File: src/rtl/rv32i_fetch.sv
// RV32I instruction fetch: sequential address generation, single-outstanding req/ack
// memory port, show-ahead instruction buffer and redirect flush.
module rv32i_fetch #(
  parameter int unsigned     XLEN       = 32,
  parameter int unsigned     ILEN       = 32,
  parameter logic [XLEN-1:0] RESET_PC   = '0,
  parameter int unsigned     FIFO_DEPTH = 2
) (
  input  logic            clk_i,
  input  logic            rst_n_i,
  output logic            mem_req_o,
  output logic [XLEN-1:0] mem_addr_o,
  input  logic            mem_ack_i,
  input  logic [ILEN-1:0] mem_data_i,
  input  logic            redirect_i,
  input  logic [XLEN-1:0] redirect_pc_i,
  input  logic            ready_i,
  output logic            valid_o,
  output logic [ILEN-1:0] instruction_o,
  output logic [XLEN-1:0] pc_o
);

  localparam int unsigned PW = $clog2(FIFO_DEPTH);
  localparam int unsigned CW = PW + 1;

  localparam logic [1:0] S_IDLE  = 2'd0;
  localparam logic [1:0] S_REQ   = 2'd1;
  localparam logic [1:0] S_DRAIN = 2'd2;

  localparam logic [ILEN-1:0] NOP = ILEN'(32'h0000_0013);

  logic [1:0]      r_state;
  logic            r_req;
  logic [XLEN-1:0] r_addr;
  logic [XLEN-1:0] r_fetch_pc;
  logic [CW-1:0]   r_count;
  logic [PW-1:0]   r_rptr;
  logic [PW-1:0]   r_wptr;
  logic [ILEN-1:0] r_instr [FIFO_DEPTH];
  logic [XLEN-1:0] r_pcs   [FIFO_DEPTH];

  logic [1:0]      w_state_nxt;
  logic            w_req_nxt;
  logic [XLEN-1:0] w_addr_nxt;
  logic [XLEN-1:0] w_fetch_nxt;
  logic [CW-1:0]   w_count_nxt;
  logic            w_ack;
  logic            w_pop;
  logic            w_push;
  logic            w_credit;
  logic            w_issue;
  logic [XLEN-1:0] w_issue_pc;
  logic [XLEN-1:0] w_redir_pc;

  assign w_ack      = r_req & mem_ack_i;
  assign w_pop      = (r_count != '0) & ready_i & ~redirect_i;
  assign w_push     = w_ack & (r_state == S_REQ) & ~redirect_i;
  assign w_redir_pc = redirect_pc_i & ~XLEN'(3);

  // Occupancy after this cycle's push/pop; a new request needs one free slot beyond it.
  always_comb begin
    w_count_nxt = r_count;
    if (redirect_i) w_count_nxt = '0;
    else            w_count_nxt = r_count + CW'(w_push) - CW'(w_pop);
  end

  assign w_credit = (w_count_nxt < CW'(FIFO_DEPTH));

  always_ff @(posedge clk_i or negedge rst_n_i) begin
    if (!rst_n_i) r_state <= S_IDLE;
    else          r_state <= w_state_nxt;
  end

  // Next state, request control and fetch address sequencing.
  always_comb begin
    w_state_nxt = r_state;
    w_req_nxt   = r_req;
    w_addr_nxt  = r_addr;
    w_fetch_nxt = r_fetch_pc;
    w_issue     = 1'b0;
    w_issue_pc  = r_fetch_pc;
    case (r_state)
      S_IDLE: begin
        if (redirect_i) begin
          w_issue    = 1'b1;
          w_issue_pc = w_redir_pc;
        end else if (w_credit) begin
          w_issue = 1'b1;
        end
      end
      S_REQ: begin
        if (redirect_i && w_ack) begin
          w_issue    = 1'b1;
          w_issue_pc = w_redir_pc;
        end else if (redirect_i) begin
          w_state_nxt = S_DRAIN;
          w_fetch_nxt = w_redir_pc;
        end else if (w_ack) begin
          if (w_credit) begin
            w_issue = 1'b1;
          end else begin
            w_state_nxt = S_IDLE;
            w_req_nxt   = 1'b0;
          end
        end
      end
      S_DRAIN: begin
        if (redirect_i && w_ack) begin
          w_issue    = 1'b1;
          w_issue_pc = w_redir_pc;
        end else if (redirect_i) begin
          w_fetch_nxt = w_redir_pc;
        end else if (w_ack) begin
          w_issue = 1'b1;
        end
      end
      default: begin
        w_state_nxt = S_IDLE;
        w_req_nxt   = 1'b0;
      end
    endcase
    if (w_issue) begin
      w_state_nxt = S_REQ;
      w_req_nxt   = 1'b1;
      w_addr_nxt  = w_issue_pc;
      w_fetch_nxt = w_issue_pc + XLEN'(4);
    end
  end

  always_ff @(posedge clk_i or negedge rst_n_i) begin
    if (!rst_n_i) begin
      r_req      <= 1'b0;
      r_addr     <= RESET_PC;
      r_fetch_pc <= RESET_PC;
    end else begin
      r_req      <= w_req_nxt;
      r_addr     <= w_addr_nxt;
      r_fetch_pc <= w_fetch_nxt;
    end
  end

  // Instruction buffer; redirect realigns both pointers with the cleared count.
  always_ff @(posedge clk_i or negedge rst_n_i) begin
    if (!rst_n_i) begin
      r_count <= '0;
      r_rptr  <= '0;
      r_wptr  <= '0;
      for (int i = 0; i < FIFO_DEPTH; i++) begin
        r_instr[i] <= '0;
        r_pcs[i]   <= '0;
      end
    end else begin
      r_count <= w_count_nxt;
      if (redirect_i) begin
        r_rptr <= '0;
        r_wptr <= '0;
      end else begin
        if (w_pop) r_rptr <= r_rptr + PW'(1);
        if (w_push) begin
          r_instr[r_wptr] <= mem_data_i;
          r_pcs[r_wptr]   <= r_addr;
          r_wptr          <= r_wptr + PW'(1);
        end
      end
    end
  end

  assign mem_req_o     = r_req;
  assign mem_addr_o    = r_addr;
  assign valid_o       = (r_count != '0);
  assign instruction_o = valid_o ? r_instr[r_rptr] : NOP;
  assign pc_o          = valid_o ? r_pcs[r_rptr] : '0;

endmodule

File: config.mk
export PLATFORM = sky130hd
export DESIGN_NAME = rv32i_fetch
export DESIGN_NICKNAME = d
export VERILOG_FILES = /design/src/rtl/rv32i_fetch.sv
export SDC_FILE = /design/constraint.sdc
export NUM_CORES = 1
export LEC_CHECK = 0
export CAP_MARGIN = 20
export CORE_MARGIN = 2
export CORE_UTILIZATION = 54
export CTS_CLUSTER_SIZE = 24
export DETAILED_ROUTE_END_ITERATION = 10
export GPL_ROUTABILITY_DRIVEN = 0
export PLACE_DENSITY_LB_ADDON = 0.15
export SYNTH_ARGS = -nofsm -noshare
export SYNTH_HDL_FRONTEND = slang
export SYNTH_SLANG_ARGS = --single-unit
File: constraint.sdc
create_clock -name clk_i -period 4.8 [get_ports clk_i]
set_clock_uncertainty 0.05 [all_clocks]
set_input_delay 1.2 -clock clk_i [delete_from_list [all_inputs] [get_ports clk_i]]
set_output_delay 1.2 -clock clk_i [all_outputs]
set_load 0.01 [all_outputs]
==> flow_summary.yaml <==
layout:
  stdcell_count: 1317
  layout.nets: 1146
  syn2layout_area_growth_pct: 25.7
  fillers: 1479
  final_util_pct: 68.5
  regArea_sq_um: 4980
  fin_area_sq_um: 12700
  n_antenna_cell: 0
  multi_input_area_sq_um: 4880
  drive_gt1_share_pct: 21.7
logic_synthesis:
  synth_most_common_cell: "dfrtp_1"
  synth_ff_type: "dfrtp_1"
  syn_area_per_cell_sq_um: 11.2
  syn_nets: 984
  synth_commonest_cells: "dfrtp_1 (199), mux2_2 (146), nand2_1 (85)"
  synth_area_sq_um: 10100
  synth_cells: 908
  synth_seq_cells: 199
  async_flop_share_pct: 100
  synthDistinctLibCells: 68
  ys.warnings.count: 0
  synth_top_area_cell: "dfrtp_1"
  synth-edff-count: 0
  synth_top_area_share_pct: 49.2
  ys_seq_area_share_pct: 49.2
  synth_top_cells_by_area: "dfrtp_1 (49%), mux2_2 (16%), mux2i_1 (7.7%), nand2_1 (3.1%), nor2_1 (2.9%)"
critical_path:
  cp_slowest_stage_delay_ns: 0.60
  cp-start-kind: "input port"
  slowest_stage: "or4b_1"
  required_ns: 5.10
  crit_path_max_fanout: 4
  crit_type: "input port to register"
  worstPathCellList: "clkdlybuf4s50_1 -> a31oi_1 -> nor2_1 -> a22o_1 -> ha_1 -> inv_1 -> a2111oi_4 -> or4b_1 -> or2_2 -> o311a_1 -> a221oi_1"
  critPathArrivalTime_ns: 4.46
  cp-end-kind: "register"
clocking:
  ctsHoldBuffers: 0
  cts_tree: "done"
  ctsResizeCount: 0
  clock_latency_ns: 0.44
  cts-root-buf: "clkbuf_16"
  htreeDepth: 4
  clk_pin_slew_ns: 0.08
  cts_buffer_depth: 2
  post_cts_buffers: 0
  cts.sinks: 199
  cts_buffers: 17
detailed_routing:
  drc_errors: 0
  ant_nets: 0
  post_drt_wl_per_cell_microns: 17.7
  drtIter0Drc: 490
  via_count: 7577
  firstDrtPassIters: 5
  vias_per_cell: 5.75
  totalWireLength_microns: 23400
global_routing:
  antenna_found_initial: 0
  overflow: 0
  grt_pass1_vias: 7372
  gr-usage-all-layers_pct: 23.8
  grt_max_degree: 112
  grt_pass1_wl_microns: 37800
min_path:
  hold_path_class: "register to register"
pwr:
  vdd_drop_max_mv: 0.383
  p_switching_mw: 3.19
  powerDensity_nw_per_um2: 648
  swShare_pct: 38.7
  p_seq_share_pct: 34.9
  p_comb_share_pct: 48.4
  internal_power_mw: 5.06
  finalPower_mw: 8.25
  power_leakage_nw: 5.46
  clockPowerShare_pct: 16.6
timing:
  fin_ws_ns: 0.634
  relSlewSlack_pct: 36.3
  rsz0062_at_grt: "no"
  setup_tns_ns: 0
  hold_slack_ns: 0.441
  drv_slew: 0
  setup_viol: 0
  finalCriticalPeriod_ns: 4.17
  worstMarginPinSlew_ns: 0.955
  clock.fmax_ghz: 0.240
  hold_violations: 0
  min_period_over_period_pct: 86.8
die:
  num_io_pins: 167
  die_y_microns: 141
  dieArea_sq_um: 19900
  row_count: 50
  die_w_microns: 141
  core_area_sq_um: 18600
  initial_utilization_pct: 54.5
run:
  max-cap-violations: 0
placement:
  dp.cells: 1285
  port_buffers: 164
  hpwl_microns: 16000
  post-place-ws_ns: 0.194
  dpl_cell_area_sq_um: 12200
outcome:
  outcome: "complete, no violations"
-- power by group through the flow --
stage                     Combinational (mW)  Sequential (mW)  Clock [mW]
after global routing                    4.38             2.97        1.48
after detailed placement                4.00             2.91           0
after CTS                               4.01             2.88        1.41
after global placement                  3.91             2.87           0
after floorplan                         2.67             2.77           0
final                                   3.99             2.88        1.37
-- state kept, by name (all words and copies together), names as in the netlist --
register and cells:
r_count 2, r_pcs 64, r_fetch_pc 32, r_wptr 1
r_instr 64, mem_addr_o 32, r_state 2, r_rptr 1
mem_req_o 1
-- cell type report --
| class | count | area share, % |
|---|---|---|
| clock buffers | 19 | 3.56 |
| clock inverters | 13 | 0.885 |
| inverters | 8 | 0.236 |
| multi-input cells | 641 | 38.4 |
| flip-flops and latches | 199 | 39.1 |
| well taps | 234 | 2.30 |
| repair buffers | 203 | 15.5 |
-- logic make-up (layout without fill, tap and decap cells) --
| kind of cell | count (synthesis) | in the layout | share of synthesized area [%] |
|---|---|---|---|
| mux | 224 | 224 | 23.9 |
| simple gates | 251 | 251 | 11.7 |
| compound gates | 138 | 138 | 9.45 |
| flops | 199 | 199 | 49.2 |
| fa+ha+maj | 7 | 7 | 0.865 |
| buf+inv | 68 | 243 | 2.91 |
| xor+xnor | 21 | 21 | 1.95 |
-- layer usage --
| layer | vias to the layer above | GRT usage, % | part of all wire (%) |
|---|---|---|---|
| li1 | 3584 | - | - |
| met3 | 26 | 4.38 | 4.9 |
| met2 | 229 | 38.5 | 48 |
| met1 | 3738 | 33.6 | 46 |
| met4 | 0 | 6.00 | 1.3 |
| met5 | - | 0 | 0 |
-- worst paths after layout --
| path | to | cells past startpoint | slack, ns | start |
|---|---|---|---|---|
| worst max-delay path | r_fetch_pc[28] | 11 | 0.63 | mem_ack_i |
| worst min-delay path | r_fetch_pc[0] | 1 | 0.44 | r_fetch_pc[0] |
| worst max register to register | r_fetch_pc[28] | 12 | 0.85 | r_state[1] |
| worst min register to register | r_fetch_pc[0] | 1 | 0.44 | r_fetch_pc[0] |
| max in group asynchronous | r_instr[53] | 2 | 2.95 | rst_n_i |
| min in group asynchronous | r_instr[9] | 1 | 0.80 | rst_n_i |
-- worst max-delay path: cells and delay by family --
| family | cells | cell delay, ns |
|---|---|---|
| buf+inv | 2 | 0.60 |
| compound gates | 5 | 1.20 |
| simple gates | 3 | 1.29 |
| fa+ha+maj | 1 | 0.15 |
-- cells in the final DEF (no fill, tap or decap), types with 3 or more instances in the layout --
| cell type | synthesis | layout |
|---|---|---|
| and3_1 | 7 | 7 |
| nor3_1 | 8 | 8 |
| inv_6 | 0 | 3 |
| clkbuf_16 | 0 | 17 |
| ha_1 | 7 | 7 |
| a21o_1 | 6 | 5 |
| or2_2 | 4 | 4 |
| xnor2_1 | 8 | 8 |
| inv_1 | 8 | 8 |
| nand3_1 | 18 | 18 |
| buf_4 | 0 | 36 |
| and2_1 | 9 | 9 |
| mux2_2 | 146 | 146 |
| o31ai_1 | 7 | 7 |
| a31oi_1 | 12 | 12 |
| buf_12 | 0 | 3 |
| a211oi_1 | 4 | 4 |
| nand3b_1 | 4 | 4 |
| nor4_1 | 6 | 6 |
| nor2b_1 | 4 | 4 |
| a22oi_1 | 14 | 14 |
| nand2b_1 | 5 | 5 |
| nand4_1 | 7 | 7 |
| o21ai_0 | 46 | 46 |
| a32oi_1 | 3 | 3 |
| dfrtp_1 | 199 | 198 |
| a21oi_1 | 11 | 10 |
| a221oi_1 | 3 | 3 |
| nand2_1 | 85 | 84 |
| nor2_1 | 79 | 77 |
| xor2_1 | 12 | 12 |
| clkbuf_8 | 0 | 3 |
| a22o_1 | 8 | 8 |
| mux2i_1 | 78 | 78 |
| clkinv_4 | 0 | 5 |
| clkdlybuf4s50_1 | 0 | 163 |
Power figures use the tool's default switching activity.
